$ cat src/rtl/lcd_access_arbiter_pkg.sv
// Shared types and constants for the LCD access arbiter.
// States, HD44780 opcodes that need the long settle time, and default timing constants.
package lcd_arb_pkg;

    typedef enum logic [1:0] {
        ST_IDLE      = 2'd0,
        ST_ISSUE     = 2'd1,
        ST_WAIT_DONE = 2'd2,
        ST_GAP       = 2'd3
    } state_t;

    localparam logic [7:0] LCD_CLEAR = 8'h01;
    localparam logic [7:0] LCD_HOME  = 8'h02;

    localparam int DEF_NREQ            = 3;
    localparam int DEF_GAP_CYCLES      = 2000;
    localparam int DEF_LONG_GAP_CYCLES = 82000;
    localparam int DEF_TIMEOUT_CYCLES  = 1000000;

    typedef struct packed {
        logic       rs;
        logic [7:0] data;
    } cmd_t;

    // 0x03 is return-home with the don't-care bit set, so it settles as long as 0x02.
    function automatic logic is_long_cmd(input cmd_t c);
        return !c.rs && (c.data == LCD_CLEAR || c.data == LCD_HOME || c.data == 8'h03);
    endfunction

endpackage

$ cat src/rtl/lcd_access_arbiter_if.sv
// Requester and LCD-controller signal bundle for the arbiter.
// master = arbiter side, slave = requesters plus controller side.
interface lcd_arb_if #(
    parameter int NREQ = 3
);
    logic [NREQ-1:0]   req;
    logic [8*NREQ-1:0] req_data;
    logic [NREQ-1:0]   req_rs;
    logic [NREQ-1:0]   ack;
    logic [1:0]        grant_id;
    logic              busy;
    logic [7:0]        lcd_data;
    logic              lcd_rs;
    logic              lcd_rw;
    logic              lcd_send;
    logic              lcd_done;
    logic              timeout_err;

    modport master (
        input  req, req_data, req_rs, lcd_done,
        output ack, grant_id, busy, lcd_data, lcd_rs, lcd_rw, lcd_send, timeout_err
    );

    modport slave (
        output req, req_data, req_rs, lcd_done,
        input  ack, grant_id, busy, lcd_data, lcd_rs, lcd_rw, lcd_send, timeout_err
    );
endinterface

$ cat src/rtl/lcd_access_arbiter_rr_picker.sv
// Combinational round-robin picker: first asserted request at or after the pointer,
// wrapping modulo NREQ.
module lcd_rr_picker #(
    parameter int NREQ = 3
) (
    input  logic [NREQ-1:0] i_req,
    input  logic [1:0]      i_ptr,
    output logic            o_hit,
    output logic [1:0]      o_idx
);
    logic [1:0] w_cand [NREQ];

    for (genvar gi = 0; gi < NREQ; gi++) begin : g_cand
        assign w_cand[gi] = 2'((32'(i_ptr) + gi) % NREQ);
    end

    // Scan from the far end so the candidate closest to the pointer wins.
    always_comb begin
        o_hit = 1'b0;
        o_idx = 2'd0;
        for (int k = NREQ - 1; k >= 0; k--) begin
            if (i_req[w_cand[k]]) begin
                o_hit = 1'b1;
                o_idx = w_cand[k];
            end
        end
    end
endmodule

$ cat src/rtl/lcd_access_arbiter.sv
// Round-robin arbiter sharing one LCD byte-write controller, with post-command settle gap.
// Optional done-wait timeout enabled by defining LCD_ARB_TIMEOUT_EN.
module lcd_access_arbiter
    import lcd_arb_pkg::*;
#(
    parameter int NREQ            = DEF_NREQ,
    parameter int GAP_CYCLES      = DEF_GAP_CYCLES,
    parameter int LONG_GAP_CYCLES = DEF_LONG_GAP_CYCLES,
    parameter int TIMEOUT_CYCLES  = DEF_TIMEOUT_CYCLES
) (
    input  logic      clk,
    input  logic      reset,
    lcd_arb_if.master bus
);
    localparam int GW = $clog2(LONG_GAP_CYCLES + 1);

    state_t          r_state, w_state_next;
    logic [1:0]      r_ptr, w_ptr_next;
    logic [1:0]      r_grant, w_grant_next;
    cmd_t            r_cmd, w_cmd_next;
    logic [NREQ-1:0] r_ack, w_ack_next;
    logic [GW-1:0]   r_gap, w_gap_next;
`ifdef LCD_ARB_TIMEOUT_EN
    localparam int TW = $clog2(TIMEOUT_CYCLES + 1);
    logic [TW-1:0]   r_tmo, w_tmo_next;
    logic            r_tmo_err, w_tmo_err_next;
`endif

    logic       w_hit;
    logic [1:0] w_idx;
    logic [1:0] w_ptr_inc;
    logic [7:0] w_src_data [NREQ];

    for (genvar gi = 0; gi < NREQ; gi++) begin : g_src
        assign w_src_data[gi] = bus.req_data[8*gi +: 8];
    end

    lcd_rr_picker #(.NREQ(NREQ)) u_picker (
        .i_req (bus.req),
        .i_ptr (r_ptr),
        .o_hit (w_hit),
        .o_idx (w_idx)
    );

    assign w_ptr_inc = (w_idx == 2'(NREQ - 1)) ? 2'd0 : w_idx + 2'd1;

    always_comb begin
        w_state_next = r_state;
        w_ptr_next   = r_ptr;
        w_grant_next = r_grant;
        w_cmd_next   = r_cmd;
        w_ack_next   = '0;
        w_gap_next   = r_gap;
`ifdef LCD_ARB_TIMEOUT_EN
        w_tmo_next     = r_tmo;
        w_tmo_err_next = r_tmo_err;
`endif
        case (r_state)
            ST_IDLE: begin
                if (w_hit) begin
                    w_grant_next    = w_idx;
                    w_cmd_next.rs   = bus.req_rs[w_idx];
                    w_cmd_next.data = w_src_data[w_idx];
                    w_ptr_next      = w_ptr_inc;
                    w_state_next    = ST_ISSUE;
                end
            end
            ST_ISSUE: begin
`ifdef LCD_ARB_TIMEOUT_EN
                w_tmo_next = '0;
`endif
                w_state_next = ST_WAIT_DONE;
            end
            ST_WAIT_DONE: begin
                if (bus.lcd_done) begin
                    w_ack_next[r_grant] = 1'b1;
                    w_gap_next   = is_long_cmd(r_cmd) ? GW'(LONG_GAP_CYCLES) : GW'(GAP_CYCLES);
                    w_state_next = ST_GAP;
                end
`ifdef LCD_ARB_TIMEOUT_EN
                // Release the source anyway and assume the worst-case settle time.
                else if (r_tmo == TW'(TIMEOUT_CYCLES - 1)) begin
                    w_ack_next[r_grant] = 1'b1;
                    w_tmo_err_next = 1'b1;
                    w_gap_next     = GW'(LONG_GAP_CYCLES);
                    w_state_next   = ST_GAP;
                end else begin
                    w_tmo_next = r_tmo + TW'(1);
                end
`endif
            end
            ST_GAP: begin
                if (r_gap <= GW'(1)) begin
                    w_gap_next   = '0;
                    w_state_next = ST_IDLE;
                end else begin
                    w_gap_next = r_gap - GW'(1);
                end
            end
            default: w_state_next = ST_IDLE;
        endcase
    end

    always_ff @(posedge clk or posedge reset) begin
        if (reset) begin
            r_state <= ST_IDLE;
            r_ptr   <= '0;
            r_grant <= '0;
            r_cmd   <= '0;
            r_ack   <= '0;
            r_gap   <= '0;
`ifdef LCD_ARB_TIMEOUT_EN
            r_tmo     <= '0;
            r_tmo_err <= 1'b0;
`endif
        end else begin
            r_state <= w_state_next;
            r_ptr   <= w_ptr_next;
            r_grant <= w_grant_next;
            r_cmd   <= w_cmd_next;
            r_ack   <= w_ack_next;
            r_gap   <= w_gap_next;
`ifdef LCD_ARB_TIMEOUT_EN
            r_tmo     <= w_tmo_next;
            r_tmo_err <= w_tmo_err_next;
`endif
        end
    end

    assign bus.ack      = r_ack;
    assign bus.grant_id = r_grant;
    assign bus.busy     = (r_state != ST_IDLE);
    assign bus.lcd_data = r_cmd.data;
    assign bus.lcd_rs   = r_cmd.rs;
    assign bus.lcd_rw   = 1'b0;
    assign bus.lcd_send = (r_state == ST_ISSUE);
`ifdef LCD_ARB_TIMEOUT_EN
    assign bus.timeout_err = r_tmo_err;
`else
    assign bus.timeout_err = 1'b0;
`endif
endmodule

$ cat src/flat_wrapper.sv
// flat-port wrapper written by rule: the top's interface ports become plain ports
module lcd_access_arbiter_flat import lcd_arb_pkg::*;
#(
    parameter int NREQ            = DEF_NREQ,
    parameter int GAP_CYCLES      = DEF_GAP_CYCLES,
    parameter int LONG_GAP_CYCLES = DEF_LONG_GAP_CYCLES,
    parameter int TIMEOUT_CYCLES  = DEF_TIMEOUT_CYCLES
)
  (clk, reset, bus_req, bus_req_data, bus_req_rs, bus_lcd_done, bus_ack, bus_grant_id, bus_busy, bus_lcd_data, bus_lcd_rs, bus_lcd_rw, bus_lcd_send, bus_timeout_err);
  lcd_arb_if #(.NREQ(NREQ)) bus_i ();
  input  logic clk;
  input  logic reset;
  input wire logic [$bits(bus_i.req)-1:0] bus_req;
  input wire logic [$bits(bus_i.req_data)-1:0] bus_req_data;
  input wire logic [$bits(bus_i.req_rs)-1:0] bus_req_rs;
  input wire logic [$bits(bus_i.lcd_done)-1:0] bus_lcd_done;
  output wire logic [$bits(bus_i.ack)-1:0] bus_ack;
  output wire logic [$bits(bus_i.grant_id)-1:0] bus_grant_id;
  output wire logic [$bits(bus_i.busy)-1:0] bus_busy;
  output wire logic [$bits(bus_i.lcd_data)-1:0] bus_lcd_data;
  output wire logic [$bits(bus_i.lcd_rs)-1:0] bus_lcd_rs;
  output wire logic [$bits(bus_i.lcd_rw)-1:0] bus_lcd_rw;
  output wire logic [$bits(bus_i.lcd_send)-1:0] bus_lcd_send;
  output wire logic [$bits(bus_i.timeout_err)-1:0] bus_timeout_err;
  assign bus_i.req = bus_req;
  assign bus_i.req_data = bus_req_data;
  assign bus_i.req_rs = bus_req_rs;
  assign bus_i.lcd_done = bus_lcd_done;
  assign bus_ack = bus_i.ack;
  assign bus_grant_id = bus_i.grant_id;
  assign bus_busy = bus_i.busy;
  assign bus_lcd_data = bus_i.lcd_data;
  assign bus_lcd_rs = bus_i.lcd_rs;
  assign bus_lcd_rw = bus_i.lcd_rw;
  assign bus_lcd_send = bus_i.lcd_send;
  assign bus_timeout_err = bus_i.timeout_err;
  lcd_access_arbiter #(.NREQ(NREQ), .GAP_CYCLES(GAP_CYCLES), .LONG_GAP_CYCLES(LONG_GAP_CYCLES), .TIMEOUT_CYCLES(TIMEOUT_CYCLES)) u_core (.clk(clk), .reset(reset), .bus(bus_i));
endmodule
$ cat config.mk
export PLATFORM = sky130hd
export DESIGN_NAME = lcd_access_arbiter_flat
export DESIGN_NICKNAME = d
export VERILOG_FILES = /design/src/rtl/lcd_access_arbiter_pkg.sv /design/src/rtl/lcd_access_arbiter_if.sv /design/src/rtl/lcd_access_arbiter_rr_picker.sv /design/src/rtl/lcd_access_arbiter.sv /design/src/flat_wrapper.sv
export SDC_FILE = /design/constraint.sdc
export NUM_CORES = 1
export LEC_CHECK = 0
export ABC_CLOCK_PERIOD_IN_PS = 2600
export CORE_MARGIN = 4
export CORE_UTILIZATION = 40
export CTS_BUF_LIST = sky130_fd_sc_hd__clkbuf_4
export DETAILED_ROUTE_END_ITERATION = 12
export GPL_TIMING_DRIVEN = 0
export MAX_ROUTING_LAYER = met4
export PLACE_DENSITY = 0.7
export SYNTH_ARGS = -nofsm -noshare
export SYNTH_HDL_FRONTEND = slang
export SYNTH_SLANG_ARGS = --single-unit
$ cat constraint.sdc
create_clock -name clk -period 2.6 [get_ports clk]
set_input_delay 0.65 -clock clk [delete_from_list [all_inputs] [get_ports clk]]
set_output_delay 0.65 -clock clk [all_outputs]
set_load 0.02 [all_outputs]
==> impl_metrics.env, run 1 <==
export IMPL_status="finished, final reports clean"
export IMPL_cts_root_buf="clkbuf_4"
export IMPL_area_delta_synth_final_pct=30.8
export IMPL_wl_per_cell_um=14.0
export IMPL_finClkSkew_ns=0.00902
export IMPL_ir_drop_uv=533
export IMPL_whs_path_depth=2
export IMPL_whs_ns=0.518
export IMPL_cpMaxStageDelayCell="clkdlybuf4s50_1"
export IMPL_synth_cell_type_count=50
export IMPL_clk_pin_slew_ns=0.10
export IMPL_syn_area_sq_um=2130
export IMPL_vias_per_cell=5.36
export IMPL_worstSkewPairLatency_ns=0.33
export IMPL_grt_overflow_total=0
export IMPL_dieArea_sq_um=6560
export IMPL_leakage_nw=1.19
export IMPL_drc=0
export IMPL_synth_xor_area_share_pct=0
export IMPL_min_to="u_core.bus.lcd_data[1]"
export IMPL_r2r_end="u_core.bus.lcd_data[7]"
export IMPL_synth_top_area_share_pct=41.1
export IMPL_synth_edf_count=0
export IMPL_place_gp_congestion=0.814
export IMPL_die_w_um=81.0
export IMPL_cap_violations=0
export IMPL_worst_slew_pin_slew_ns=0.797
export IMPL_nNetsFinal=320
export IMPL_endpoint_kind="primary output"
export IMPL_synthMuxAreaShare_pct=9.98
export IMPL_cp_start_kind="flop"
export IMPL_grt_max_degree=20
export IMPL_drv_slew=0
export IMPL_cts_hold_buf=0
export IMPL_htree_levels=2
export IMPL_cp_cell_sequence="inv_1 > ha_1 > inv_1 > clkdlybuf4s50_1"
export IMPL_ys_seq_elements=35
export IMPL_maxSlewHeadroom_pct=46.8
export IMPL_cts_sinks=35
export IMPL_r2r_start="u_core.r_ptr[0]"
export IMPL_reg2reg_depth=8
export IMPL_r2r_setup_slack_ns=0.32
export IMPL_setup_violations=0
export IMPL_initial_utilization_pct=41.5
export IMPL_dieHeight_um=81.0
export IMPL_yosys_area_top_type="dfrtp_1"
export IMPL_synthFlopType="dfrtp_1"
export IMPL_antenna_found_initial=0
export IMPL_synth_compound_area_share_pct=20.8
export IMPL_holdCritPathClass="flop to flop"
export IMPL_grtUsageTotal_pct=16.7
export IMPL_cts_buffers=5
export IMPL_synth_top_family_by_area="compound AO/OA/AOI/OAI gates"
export IMPL_drt_total_wl_um=4910
export IMPL_dr_pass1_iters=4
export IMPL_synthSimpleGateAreaFrac_pct=18.1
export IMPL_cp_common_cell="inv_1"
export IMPL_dp_cells=342
export IMPL_worstPathRequired_ns=1.95
export IMPL_rows=26
export IMPL_cts_tree="built"
export IMPL_io_buffer_count=48
export IMPL_diodes=0
export IMPL_async_flop_share_pct=100
export IMPL_vias=1877
export IMPL_powerDensity_nw_per_um2=1080
export IMPL_period_share_pct=91.0
export IMPL_avgSynthCellArea_sq_um=9.60
export IMPL_dr_first_iter_drc_count=112
export IMPL_rsz0062_at_grt="no"
export IMPL_fin_cells=350
export IMPL_fin_crit_ns=2.36
export IMPL_core_area_sq_um=5140
export IMPL_post_cts_buffers=0
export IMPL_grt_pass1_vias=1804
export IMPL_io_pins=51
export IMPL_yosys_top_cells_area="dfrtp_1 41%, mux2_2 5.3%, ha_1 4.7%"
export IMPL_hold_violations=0
export IMPL_worstPathArrival_ns=1.71
export IMPL_yosysWarnings=0
export IMPL_drive_gt1_share_pct=12.9
export IMPL_post_route_util_pct=54.2
export IMPL_holdCritStartpoint="u_core.bus.lcd_data[1]"
export IMPL_clk_path_buf_depth=2
export IMPL_fmax_ghz=0.423
export IMPL_grt_pass1_wl_um=8350
export IMPL_syn_inst=222
export IMPL_cts_resized=0
export IMPL_yosys_area_share_adder_pct=4.70
export IMPL_max_stage_delay_ns=0.59
export IMPL_cp_max_fo=4
export IMPL_crit_type="flop to primary output"
export IMPL_dp_hpwl_um=3800
export IMPL_yosysSeqAreaShare_pct=41.1
export IMPL_antenna_left=0
-- cell usage after synthesis, types with 4 or more instances --
cell type  count
a21oi_1       11
a31oi_1        8
dfrtp_1       35
ha_1           8
inv_1         12
mux2_2        10
mux2i_1       10
nand2_1       24
nand2b_1       4
nor2_1        10
nor3_1         5
o21ai_0       20
or3_1          4
-- worst max-delay path by stage --
stage          slack (ns)                     end              start  cells past startpoint
6_report             0.24                bus_busy  u_core.r_state[0]                      4
5_1_grt              0.12                bus_busy  u_core.r_state[0]                      4
4_1_cts              0.22                bus_busy  u_core.r_state[0]                      4
3_5_place_dp        -0.07  u_core.bus.lcd_data[0]         bus_req[1]                      6
3_3_place_gp        -0.08  u_core.bus.lcd_data[3]         bus_req[1]                      7
2_1_floorplan        0.54  u_core.bus.lcd_data[7]    u_core.r_ptr[0]                      8
-- power breakdown --
part	leakage, nW	internal [mW]	total, mW	switching [mW]
Sequential	0.438	0.773	1.00	0.229
Clock	0.0361	0.126	0.302	0.176
Combinational	0.714	0.782	1.70	0.916
-- cell type report --
class,instances,area [sq um]
Tap cell,70,87.6
Inverter,12,45.0
Buffer,10,63.8
Clock inverter,1,5.00
Timing Repair Buffer,49,508
Multi-Input combinational cell,166,1150
Clock buffer,7,52.6
Fill cell,502,2350
Sequential cell,35,876
-- cells by family (layout without fill, tap and decap cells) --
family | count (synthesis) | count (layout)
compound gates | 68 | 68
fa+ha+maj | 8 | 8
buf+inv | 22 | 79
flops | 35 | 35
mux | 20 | 20
other cells | 1 | 2
simple gates | 68 | 68
-- state kept, by name (all words and copies together) (netlist names) --
name,cells
u_core.bus.ack,3
u_core.bus.lcd_data,8
u_core.r_gap,17
u_core.bus.lcd_rs,1
u_core.bus.grant_id,2
u_core.r_state,2
u_core.r_ptr,2
-- layout by cell type (no fill, tap or decap), drive strengths merged, types with 3 or more instances in the layout --
cell type      synthesis  layout
inv                   12      12
buf                    7       8
a21oi                 11      11
ha                     8       8
a21o                   3       3
nor2                  11      11
o21ai                 20      20
a21boi                 3       3
clkdlybuf4s50          0      48
nor4                   4       4
dfrtp                 35      35
o211ai                 4       4
nand2b                 4       4
mux2i                 10      10
mux2                  10      10
o21a                   3       3
a31oi                  8       8
clkbuf                 3      10
nor3                   6       6
nand2                 24      24
o311ai                 3       3
or3                    6       6
or4                    3       3
nor3b                  3       3
-- layer usage --
layer  track usage, %  vias to the layer above  share of wire, %
li1                 -                      923                 -
met1             20.3                      892                44
met2             26.3                       56                47
met3             5.88                        6               7.7
met4             4.56                        0              0.84
met5                -                        -                 0
-- per-stage QoR --
stage / TNS (ns) / setup WS (ns) / total power, mW / instance area [sq um]
final: 0 / 0.235 / 3.00 / 2790
after global routing: 0 / 0.116 / 3.28 / 2790
after CTS: 0 / 0.215 / 3.03 / 2790
after detailed placement: -0.537 / -0.0660 / 2.72 / 2730
after global placement: -0.695 / -0.0793 / 2.67 / 2700
after floorplan: 0 / 0.539 / 2.15 / 2130
-- worst max-delay path, delay by kind of cell, from the launching register on --
kind / cells / cell delay, ns
adder cells (fa/ha/maj): 1 / 0.24
flip-flops: 1 / 0.42
buffers and inverters: 3 / 0.73
Power figures use the tool's default switching activity.
==> run 2: changes to the inputs <==
TNS_END_PERCENT = 5   (was not set)
==> results of run 2 <==
Same layout as run 1: the final DEF is identical, and so are final timing and power.
==> run 3: changes to the inputs <==
ABC_AREA = 1   (was not set)
CTS_CLUSTER_DIAMETER = 200   (was not set)
PLACE_DENSITY = 0.68   (was 0.7)
==> impl_metrics.env, run 3 <==
export IMPL_status="finished, final reports clean"
export IMPL_post_cts_buffers=0
export IMPL_synth_edf_count=0
export IMPL_vias=2202
export IMPL_reg2reg_depth=13
export IMPL_setup_violations=0
export IMPL_htree_levels=2
export IMPL_syn_inst=333
export IMPL_vias_per_cell=4.73
export IMPL_crit_start="u_core.r_state[1]"
export IMPL_drv_slew=0
export IMPL_p_int_mw=1.83
export IMPL_initial_utilization_pct=41.5
export IMPL_cp_max_fo=4
export IMPL_powerDensity_nw_per_um2=1170
export IMPL_yosysMostFrequentCell="nand2_1"
export IMPL_r2r_setup_slack_ns=0.76
export IMPL_io_buffer_count=48
export IMPL_worst_slew_pin_slew_ns=0.588
export IMPL_core_area_sq_um=5990
export IMPL_cp_start_kind="flop"
export IMPL_clk_path_buf_depth=2
export IMPL_dieHeight_um=86.8
export IMPL_endpoint_kind="primary output"
export IMPL_wl_per_cell_um=11.9
export IMPL_fmax_ghz=0.443
export IMPL_largest_reg_flops=17
export IMPL_place_gp_congestion=0.899
export IMPL_async_flop_share_pct=100
export IMPL_maxSlewHeadroom_pct=60.8
export IMPL_p_sw_share_pct=50.2
export IMPL_grt_max_degree=24
export IMPL_worstPathArrival_ns=1.61
export IMPL_diodes=0
export IMPL_cap_violations=0
export IMPL_yosys_area_top_type="dfrtp_1"
export IMPL_final_cell_area_sq_um=3150
export IMPL_rows=28
export IMPL_dp_hpwl_um=4440
export IMPL_r2r_start="u_core.r_ptr[0]"
export IMPL_io_pins=51
export IMPL_finalSetupTns_ns=0
export IMPL_ir_drop_uv=1050
export IMPL_rsz0062_at_grt="no"
export IMPL_worstSkewPairLatency_ns=0.33
export IMPL_yosysSeqAreaShare_pct=35.2
export IMPL_drive_gt1_share_pct=17.9
export IMPL_hold_violations=0
export IMPL_cts_buffers=5
export IMPL_cts_tree="built"
export IMPL_largest_register="u_core.r_gap"
export IMPL_nNetsFinal=431
export IMPL_drt_total_wl_um=5530
export IMPL_period_share_pct=86.9
export IMPL_pwr_share_comb_pct=65.7
export IMPL_yosys_top_cells_area="dfrtp_1 35%, nand2_1 12%, nand3_1 8.3%"
export IMPL_yosysWarnings=0
export IMPL_final_cell_mix="77 x nand2_1, 54 x nor2_1, 47 x clkdlybuf4s50_1"
export IMPL_clk_pin_slew_ns=0.11
export IMPL_grt_overflow_total=0
export IMPL_final_common_cell="nand2_1"
export IMPL_die_w_um=86.8
export IMPL_whs_path_depth=1
export IMPL_r2r_end="u_core.bus.lcd_data[2]"
export IMPL_synth_top_area_share_pct=35.2
export IMPL_dr_pass1_iters=4
export IMPL_cp_endpoint="bus_lcd_send"
export IMPL_avgSynthCellArea_sq_um=7.47
export IMPL_antenna_found_initial=0
export IMPL_cts_sinks=35
export IMPL_grtUsageTotal_pct=16.5
export IMPL_power_frac_seq_pct=26.1
export IMPL_crit_type="flop to primary output"
export IMPL_synthFlopType="dfrtp_1"
export IMPL_cts_root_buf="clkbuf_4"
export IMPL_ys_seq_elements=35
export IMPL_place_area_sq_um=3090
export IMPL_finClkSkew_ns=0.00782
export IMPL_antenna_left=0
export IMPL_holdCritPathClass="flop to flop"
export IMPL_worstPathRequired_ns=1.95
export IMPL_clock_power_share_pct=8.2
export IMPL_drc=0
export IMPL_fin_crit_ns=2.26
export IMPL_synth_cell_type_count=36
export IMPL_syn_area_sq_um=2490
export IMPL_grt_pass1_wl_um=9920
export IMPL_power_switching_mw=1.84
export IMPL_yosys_top_cells_count="77 x nand2_1, 54 x nor2_1, 41 x nand3_1"
export IMPL_leakage_nw=1.48
export IMPL_dieArea_sq_um=7540
export IMPL_area_delta_synth_final_pct=26.8
export IMPL_grt_pass1_vias=2235
export IMPL_dr_first_iter_drc_count=125
-- run 3: worst min path at each step --
| stage | from | endpoint |
|---|---|---|
| 2_1_floorplan | u_core.r_state[1] | u_core.r_state[1] |
| 3_3_place_gp | u_core.bus.grant_id[0] | u_core.bus.ack[2] |
| 3_5_place_dp | u_core.bus.grant_id[0] | u_core.bus.ack[2] |
| 4_1_cts | u_core.bus.grant_id[0] | u_core.bus.ack[2] |
| 5_1_grt | u_core.bus.grant_id[0] | u_core.bus.ack[2] |
| 6_report | u_core.bus.grant_id[0] | u_core.bus.ack[2] |
-- run 3: power by group through the flow --
| stage | sequential, mW | clock, mW | combinational [mW] |
|---|---|---|---|
| detailed placement | 0.966 | 0 | 2.43 |
| floorplan | 1.03 | 0 | 1.72 |
| global placement | 0.967 | 0 | 2.40 |
| CTS | 0.959 | 0.313 | 2.44 |
| global route | 0.991 | 0.338 | 2.70 |
| finish | 0.960 | 0.301 | 2.41 |
-- run 3: worst max-delay path, stage by stage, from the launching register on --
cell             delay [ns]
dfrtp_1                0.43
inv_1                  0.09
ha_1                   0.14
clkdlybuf4s50_1        0.61
-- run 3: cell type report --
cell class | instances | area [sq um]
clock buffers | 6 | 45.0
well taps | 75 | 93.8
plain buffers | 10 | 96.3
repair buffers | 49 | 510
flip-flops and latches | 35 | 876
clock inverters | 2 | 12.5
fillers | 606 | 2840
inverters | 32 | 124
multi-input cells | 257 | 1390
-- run 3: kinds of logic (layout without fill, tap and decap cells) --
kind of cell,count (synthesis),in the layout,synth area share [%]
DFF,35,35,35.2
buffers and inverters,42,99,8.86
other,1,2,0.151
and+or+nand+nor,220,220,43.8
AOI/OAI and AO/OA,16,16,4.03
xor gates and xnor gates,11,11,3.88
adders and majority gates,8,8,4.03
-- run 3: timing repair --
action                                  4_1_cts  5_1_grt
endpoints found under the setup margin        0        1
hold buffers                                  0        0
resized for setup                             0        1
-- run 3: metal layers --
layer  global-route usage [%]  up-vias  share of wire, %  routed length (um)
li1                         -     1166                 -                   -
met1                     20.9      982                48                2660
met2                     27.3       50                46                2520
met3                     3.80        4               5.6                 308
met4                     2.69        0              0.58                  32
met5                        -        -                 0                   0
-- run 3: through the flow --
stage               util [%]  cells  setup slack [ns]  power (mW)  hold slack [ns]
floorplan                  -    334             0.932        2.75            0.491
global placement        51.1    457             0.331        3.36            0.493
detailed placement      51.6    458             0.358        3.40            0.481
CTS                     52.6    466            0.0425        3.71            0.508
global route            52.6    466             0.263        4.03            0.532
finish                  52.6    466             0.341        3.67            0.503
